[src/rtl/ps2_poly_note_tracker.sv]
// PS/2 set-2 scancode tracker: allocates up to NUM_CH held note keys to channels
// and drives a per-channel half-period count, with octave shift and drop detection.
module ps2_poly_note_tracker #(
    parameter int NUM_CH   = 4,
    parameter int PERIOD_W = 18,
    parameter int OCT_MAX  = 3,
    localparam int OCT_W   = (OCT_MAX > 0) ? $clog2(OCT_MAX + 1) : 1
) (
    input  logic                         clk,
    input  logic                         reset,
    input  logic                         data_valid,
    input  logic [7:0]                   data,
    output logic [NUM_CH*PERIOD_W-1:0]   period,
    output logic [NUM_CH-1:0]            ch_active,
    output logic [OCT_W-1:0]             octave,
    output logic                         drop
);

    localparam int CH_W = (NUM_CH > 1) ? $clog2(NUM_CH) : 1;

    typedef enum logic [1:0] {
        ST_IDLE    = 2'd0,
        ST_BRK     = 2'd1,
        ST_EXT     = 2'd2,
        ST_EXT_BRK = 2'd3
    } state_t;

    state_t                     state_r, state_nxt_s;
    logic [NUM_CH-1:0]          ch_valid_r, ch_valid_nxt_s;
    logic [2:0]                 ch_key_r     [NUM_CH];
    logic [2:0]                 ch_key_nxt_s [NUM_CH];
    logic [OCT_W-1:0]           octave_r, octave_nxt_s;
    logic                       drop_r, drop_nxt_s;
    logic [NUM_CH*PERIOD_W-1:0] period_r, period_nxt_s;

    logic                       do_make_s, do_break_s;
    logic                       is_note_s;
    logic [2:0]                 note_idx_s;
    logic                       hit_s, free_found_s;
    logic [CH_W-1:0]            free_ch_s;

    // Returns {is_note, key_index} for a scancode.
    function automatic logic [3:0] decode_note(input logic [7:0] code);
        logic [3:0] res;
        case (code)
            8'h1C:   res = 4'b1_000;
            8'h1D:   res = 4'b1_001;
            8'h1B:   res = 4'b1_010;
            8'h23:   res = 4'b1_011;
            8'h24:   res = 4'b1_100;
            8'h2B:   res = 4'b1_101;
            8'h2D:   res = 4'b1_110;
            8'h2C:   res = 4'b1_111;
            default: res = 4'b0_000;
        endcase
        return res;
    endfunction

    // Base half-period, in clk counts, at octave shift 0.
    function automatic logic [17:0] base_period(input logic [2:0] idx);
        logic [17:0] res;
        case (idx)
            3'd0:    res = 18'd227273;
            3'd1:    res = 18'd214592;
            3'd2:    res = 18'd202429;
            3'd3:    res = 18'd190840;
            3'd4:    res = 18'd180505;
            3'd5:    res = 18'd170068;
            3'd6:    res = 18'd160722;
            3'd7:    res = 18'd151515;
            default: res = 18'd0;
        endcase
        return res;
    endfunction

    assign {is_note_s, note_idx_s} = decode_note(data);

    // Prefix FSM next state; classifies the current byte as make, break or discard.
    always_comb begin
        state_nxt_s = state_r;
        do_make_s   = 1'b0;
        do_break_s  = 1'b0;
        if (data_valid) begin
            case (state_r)
                ST_IDLE: begin
                    if (data == 8'hF0) begin
                        state_nxt_s = ST_BRK;
                    end else if (data == 8'hE0) begin
                        state_nxt_s = ST_EXT;
                    end else begin
                        do_make_s = 1'b1;
                    end
                end
                ST_BRK: begin
                    do_break_s  = 1'b1;
                    state_nxt_s = ST_IDLE;
                end
                ST_EXT: begin
                    if (data == 8'hF0) begin
                        state_nxt_s = ST_EXT_BRK;
                    end else begin
                        state_nxt_s = ST_IDLE;
                    end
                end
                ST_EXT_BRK: state_nxt_s = ST_IDLE;
                default:    state_nxt_s = ST_IDLE;
            endcase
        end else begin
            state_nxt_s = state_r;
        end
    end

    // Search for an existing holder of the key and the lowest-index free channel.
    always_comb begin
        hit_s        = 1'b0;
        free_found_s = 1'b0;
        free_ch_s    = {CH_W{1'b0}};
        for (int i = 0; i < NUM_CH; i++) begin
            if (ch_valid_r[i] && (ch_key_r[i] == note_idx_s)) begin
                hit_s = 1'b1;
            end else begin
                hit_s = hit_s;
            end
            if (!free_found_s && !ch_valid_r[i]) begin
                free_found_s = 1'b1;
                free_ch_s    = CH_W'(i);
            end else begin
                free_found_s = free_found_s;
            end
        end
    end

    // Channel table, octave and drop next state.
    always_comb begin
        ch_valid_nxt_s = ch_valid_r;
        ch_key_nxt_s   = ch_key_r;
        octave_nxt_s   = octave_r;
        drop_nxt_s     = 1'b0;
        if (do_make_s && is_note_s) begin
            if (hit_s) begin
                drop_nxt_s = 1'b0;
            end else if (free_found_s) begin
                ch_valid_nxt_s[free_ch_s] = 1'b1;
                ch_key_nxt_s[free_ch_s]   = note_idx_s;
            end else begin
                drop_nxt_s = 1'b1;
            end
        end else if (do_break_s && is_note_s) begin
            for (int i = 0; i < NUM_CH; i++) begin
                if (ch_valid_r[i] && (ch_key_r[i] == note_idx_s)) begin
                    ch_valid_nxt_s[i] = 1'b0;
                end else begin
                    ch_valid_nxt_s[i] = ch_valid_r[i];
                end
            end
        end else if (do_make_s && (data == 8'h22)) begin
            if (octave_r != OCT_W'(OCT_MAX)) begin
                octave_nxt_s = octave_r + OCT_W'(1);
            end else begin
                octave_nxt_s = octave_r;
            end
        end else if (do_make_s && (data == 8'h1A)) begin
            if (octave_r != {OCT_W{1'b0}}) begin
                octave_nxt_s = octave_r - OCT_W'(1);
            end else begin
                octave_nxt_s = octave_r;
            end
        end else begin
            drop_nxt_s = 1'b0;
        end
    end

    // Periods follow the registered table, so they settle one edge after it.
    always_comb begin
        period_nxt_s = {(NUM_CH*PERIOD_W){1'b0}};
        for (int i = 0; i < NUM_CH; i++) begin
            if (ch_valid_r[i]) begin
                period_nxt_s[i*PERIOD_W +: PERIOD_W] = PERIOD_W'(base_period(ch_key_r[i]) >> octave_r);
            end else begin
                period_nxt_s[i*PERIOD_W +: PERIOD_W] = {PERIOD_W{1'b0}};
            end
        end
    end

    // State registers with asynchronous clear.
    always_ff @(posedge clk or posedge reset) begin
        if (reset) begin
            state_r    <= ST_IDLE;
            ch_valid_r <= {NUM_CH{1'b0}};
            for (int i = 0; i < NUM_CH; i++) begin
                ch_key_r[i] <= 3'd0;
            end
            octave_r   <= {OCT_W{1'b0}};
            drop_r     <= 1'b0;
            period_r   <= {(NUM_CH*PERIOD_W){1'b0}};
        end else begin
            state_r    <= state_nxt_s;
            ch_valid_r <= ch_valid_nxt_s;
            ch_key_r   <= ch_key_nxt_s;
            octave_r   <= octave_nxt_s;
            drop_r     <= drop_nxt_s;
            period_r   <= period_nxt_s;
        end
    end

    assign period    = period_r;
    assign ch_active = ch_valid_r;
    assign octave    = octave_r;
    assign drop      = drop_r;

endmodule

[config.mk]
export PLATFORM = sky130hd
export DESIGN_NAME = ps2_poly_note_tracker
export DESIGN_NICKNAME = d
export VERILOG_FILES = /design/src/rtl/ps2_poly_note_tracker.sv
export SDC_FILE = /design/constraint.sdc
export NUM_CORES = 1
export LEC_CHECK = 0
export CAP_MARGIN = 20
export CELL_PAD_IN_SITES_DETAIL_PLACEMENT = 0
export CELL_PAD_IN_SITES_GLOBAL_PLACEMENT = 2
export CORE_MARGIN = 3
export CORE_UTILIZATION = 36
export CTS_CLUSTER_SIZE = 25
export DETAILED_ROUTE_END_ITERATION = 10
export PLACE_DENSITY_LB_ADDON = 0.1
export REMOVE_ABC_BUFFERS = 1
export SETUP_SLACK_MARGIN = 0.15
export SLEW_MARGIN = 0
export SYNTH_ARGS = -nofsm -noshare
export SYNTH_HDL_FRONTEND = slang
export SYNTH_SLANG_ARGS = --single-unit
[constraint.sdc]
create_clock -name clk -period 4.71 [get_ports clk]
set_input_delay 1.1775 -clock clk [delete_from_list [all_inputs] [get_ports clk]]
set_output_delay 1.1775 -clock clk [all_outputs]
set_load 0.02 [all_outputs]
==> impl_summary.txt <==
----------------------------------------------------
[Setup path]
  Maximum fanout along the worst path ... 9
  Critical Path Slowest Stage Cell ... sky130_fd_sc_hd__clkdlybuf4s50_1
  Critical path data required time ... 4.93 ns
  Crit-path leading delay family ... simple AND/OR/NAND/NOR gates
  Kind of end point of the critical path ... flop
  Number of buffer and inverter stages on the critical path ... 1
  Arrival time at the worst endpoint ... 4.01 ns
  Cell-by-cell trace of the critical path ... clkdlybuf4s50_1, nor3b_1, o211a_1, or3_1, a22oi_1, a311o_4, nor4_4, mux2_1
  Critical Path Max Stage Delay ... 0.62 ns
  Type of the worst setup path ... input port to flop
  Element type at the critical path start ... input port

[Clocking]
  Clock buffer depth ... 2
  Post-CTS clock slew at the launch and capture registers of the worst setup and hold paths ... 0.07 ns
  Insertion delay of the later-clocked pin in the worst-skew pair ... 0.35 ns
  Total clock buffers created by CTS ... 9
  TritonCTS clock tree ... yes
  Clock root buffer master ... sky130_fd_sc_hd__clkbuf_16
  CTS HTree Levels ... 3
  Post-CTS setup buffer count ... 0
  Clock Sinks ... 93
  Post-CTS Hold Buffers ... 0
  Number of gates resized after CTS ... 0

[Global routing]
  Global-route wire length before repair ... 26100 um
  Largest net degree at the start of global routing ... 59
  Initial antenna violation count ... 0
  M3 GR Usage ... 0.02161
  Global-route met2 utilization ... 0.2615
  GR Overflow Total ... 0
  Overall fraction of global-route tracks in use ... 0.1767
  Vias in the first global route ... 4952
  Met1 layer usage reported by global route ... 0.2697
  Most Used Layer, Global Route ... met1

[Finish]
  Final Cell Area ... 7302 um2
  Post-Route Utilization ... 0.4547
  Most common cell after layout, fill and taps aside ... sky130_fd_sc_hd__nor2_1
  N_diodes ... 0
  Final net count ... 786
  Most frequent cells in the layout ... sky130_fd_sc_hd__nor2_1 (108), sky130_fd_sc_hd__dfrtp_1 (91), sky130_fd_sc_hd__clkdlybuf4s50_1 (89), sky130_fd_sc_hd__nand2_1 (75), sky130_fd_sc_hd__o21ai_0 (57)
  Filler cell count ... 1547
  Final standard cell count with taps included and fillers excluded ... 968
  Area growth from synthesis to final layout ... 22.37%
  Fraction of layout instances using a drive strength above 1 ... 0.07181

[Floorplan]
  Number of rows in the core area ... 46
  Total core area ... 16060 um2
  Number of top-level pins ... 90
  Floorplan die width ... 134.7 um
  Initial Util ... 0.3716
  Overall die area ... 18160 um2
  Vertical extent of the die ... 134.7 um

[Placed design]
  Cell count after placement ... 952
  Half-perimeter wire length of the detailed placement result ... 11150 um
  Post-detailed-placement cell area ... 6977 um2
  Dpl ws ... 0.6205 ns
  IO Port Bufs ... 89
  Gpl congestion ... 0.8171

[Routing]
  Detail-routed net length per standard cell ... 16.17 um
  Detailed Routing Iterations Pass 1 ... 4
  DRC ... 0
  Total number of vias ... 5050
  Routed wire length ... 15650 um
  Detailed Route Iter0 Violations ... 379
  Antenna-violating nets left ... 0
  Vias per inst ... 5.217

[Synthesis]
  Post-synthesis sequential area ratio ... 0.3900
  Post-synthesis instance total ... 695
  Distinct cells, synth ... 61
  Cell area after synthesis ... 5967 um2
  Avg Cell Area, Syn ... 8.586 um2
  Number of enable flip-flop cells after synthesis ... 0
  Proportion of synthesized flip-flops having asynchronous set or reset ... 1.000
  Yosys warns ... 0
  Number of synthesized register bits ... 93
  Top FF cell, synth ... sky130_fd_sc_hd__dfrtp_1

[Timing]
  Period minus WS final ... 3.786 ns
  Worst-case clock skew ... 0.008559 ns
  Highest Clock Rate ... 264.1 MHz
  Transition time at the pin with the least slew margin ... 0.9636 ns
  Finish-stage setup viols ... 0
  Part of the cycle the worst path needs ... 0.8039
  Tightest slew margin relative to the limit ... 0.3576
  Fin Hold WS ... 0.5429 ns
  Final Hold Viols ... 0
  Fin. max-slew vios ... 0
  Setup TNS ... 0 ns
  Worst-case setup margin in the final layout ... 0.9236 ns
  RSZ-0062 raised after global routing ... no

[Power]
  Switching Fraction ... 0.2778
  Relative contribution of the clock network to total power ... 0.398
  Cell-internal power ... 1.443 mW
  Net switching power ... 0.5553 mW
  VDD IR max ... 0.1605 mV
  Logic gate share of total power ... 0.180
  Sequential share of power ... 0.423
  Total power of the final layout ... 1.999 mW
  Static leakage power ... 3.232 nW
  PwrDens ... 273.7 nW/um2

[Run status]
  Result of the run ... completed

[Worst hold path]
  Worst min path class ... flop to flop

[Flow run]
  Max_cap viols ... 0

----------------------------------------------------
-- cell usage after synthesis, types with 3 or more instances --
cell,count,area share
sky130_fd_sc_hd__nor2_1,108,0.068
sky130_fd_sc_hd__dfrtp_1,93,0.39
sky130_fd_sc_hd__nand2_1,75,0.047
sky130_fd_sc_hd__o21ai_0,57,0.048
sky130_fd_sc_hd__a21oi_1,47,0.039
sky130_fd_sc_hd__clkbuf_1,43,0.027
sky130_fd_sc_hd__ha_1,28,0.059
sky130_fd_sc_hd__a211oi_1,20,0.025
sky130_fd_sc_hd__inv_1,19,0.012
sky130_fd_sc_hd__nor3_1,18,0.015
sky130_fd_sc_hd__mux2i_1,17,0.029
sky130_fd_sc_hd__nand3_1,12,0.010
sky130_fd_sc_hd__buf_1,9,0.0057
sky130_fd_sc_hd__mux2_1,9,0.017
sky130_fd_sc_hd__o211a_1,8,0.013
sky130_fd_sc_hd__o211ai_1,8,0.010
sky130_fd_sc_hd__a21o_1,7,0.0088
sky130_fd_sc_hd__and2_1,7,0.0073
sky130_fd_sc_hd__mux2_2,7,0.013
sky130_fd_sc_hd__a31oi_1,6,0.0063
sky130_fd_sc_hd__o2111ai_1,6,0.0088
sky130_fd_sc_hd__o31ai_1,6,0.0075
sky130_fd_sc_hd__nand2b_1,5,0.0052
sky130_fd_sc_hd__nand3b_1,5,0.0063
sky130_fd_sc_hd__a311oi_1,4,0.0059
sky130_fd_sc_hd__and3_1,4,0.0042
sky130_fd_sc_hd__and3b_1,4,0.0059
sky130_fd_sc_hd__mux4_2,4,0.015
sky130_fd_sc_hd__o21a_1,4,0.0050
sky130_fd_sc_hd__o311a_1,4,0.0067
sky130_fd_sc_hd__or2_2,4,0.0042
sky130_fd_sc_hd__or3_1,4,0.0042
sky130_fd_sc_hd__clkinv_1,3,0.0019
sky130_fd_sc_hd__nor2b_1,3,0.0031
sky130_fd_sc_hd__nor4_4,3,0.011
-- worst reg2reg max path, cell delays in order, from the launching register on --
cell	delay (ns)
sky130_fd_sc_hd__dfrtp_1	0.90
sky130_fd_sc_hd__inv_1	0.28
sky130_fd_sc_hd__nand3_1	0.13
sky130_fd_sc_hd__nand4_1	0.19
sky130_fd_sc_hd__o311ai_4	0.55
sky130_fd_sc_hd__nor4_4	0.08
sky130_fd_sc_hd__mux2_1	0.33
-- flip-flops by register name (all words and copies together), names as in the netlist --
name,count
ch_active,4
ch_key_r,12
drop,1
octave,2
period,72
state_r,2
-- power by group through the flow --
stage / clock network [mW] / registers (mW) / logic [mW]
finish: 0.795 / 0.845 / 0.359
CTS: 0.827 / 0.845 / 0.364
global placement: 0 / 0.860 / 0.362
global route: 0.857 / 0.848 / 0.402
floorplan: 0 / 0.907 / 0.177
detailed placement: 0 / 0.861 / 0.362
-- worst paths after layout --
path / startpoint / endpoint / slack (ns) / cells after the start
max reg2reg: ch_key_r[2]$_DFFE_PP0P_ / ch_key_r[5]$_DFFE_PP0P_ / 2.11 / 6
max in group asynchronous: reset / state_r[1]$_DFFE_PP0P_ / 3.01 / 3
min: state_r[1]$_DFFE_PP0P_ / state_r[1]$_DFFE_PP0P_ / 0.54 / 2
max: data[5] / ch_key_r[5]$_DFFE_PP0P_ / 0.92 / 8
min reg2reg: state_r[1]$_DFFE_PP0P_ / state_r[1]$_DFFE_PP0P_ / 0.54 / 2
min in group asynchronous: reset / period[6]$_DFF_PP0_ / 1.11 / 2
-- metal layers --
metal | up-vias | wire, um
met5 | - | 0
met4 | 0 | 127
met3 | 8 | 772
li1 | 2550 | -
met2 | 110 | 7039
met1 | 2382 | 7708
-- layout make-up --
| type | instances | area (um2) | share of cell area |
|---|---|---|---|
| clock buffer | 10 | 239.0 | 0.03273 |
| clock inverter | 6 | 86.33 | 0.01182 |
| inverter | 23 | 87.58 | 0.01199 |
| multi-input combinational | 523 | 3326 | 0.4554 |
| sequential | 93 | 2330 | 0.3191 |
| tap | 216 | 270.3 | 0.03701 |
| timing repair buffer | 97 | 963.4 | 0.1319 |
-- logic make-up (layout without fill, tap and decap cells) --
family,after synthesis,after routing,synth area share
DFF,93,93,0.3900
xor gates and xnor gates,3,3,0.004404
and+or+nand+nor,266,266,0.2130
AOI/OAI and AO/OA,189,189,0.2074
adders and majority gates,28,28,0.05871
buffers and inverters,79,136,0.05263
muxes,37,37,0.07381
Power figures use the tool's default switching activity.
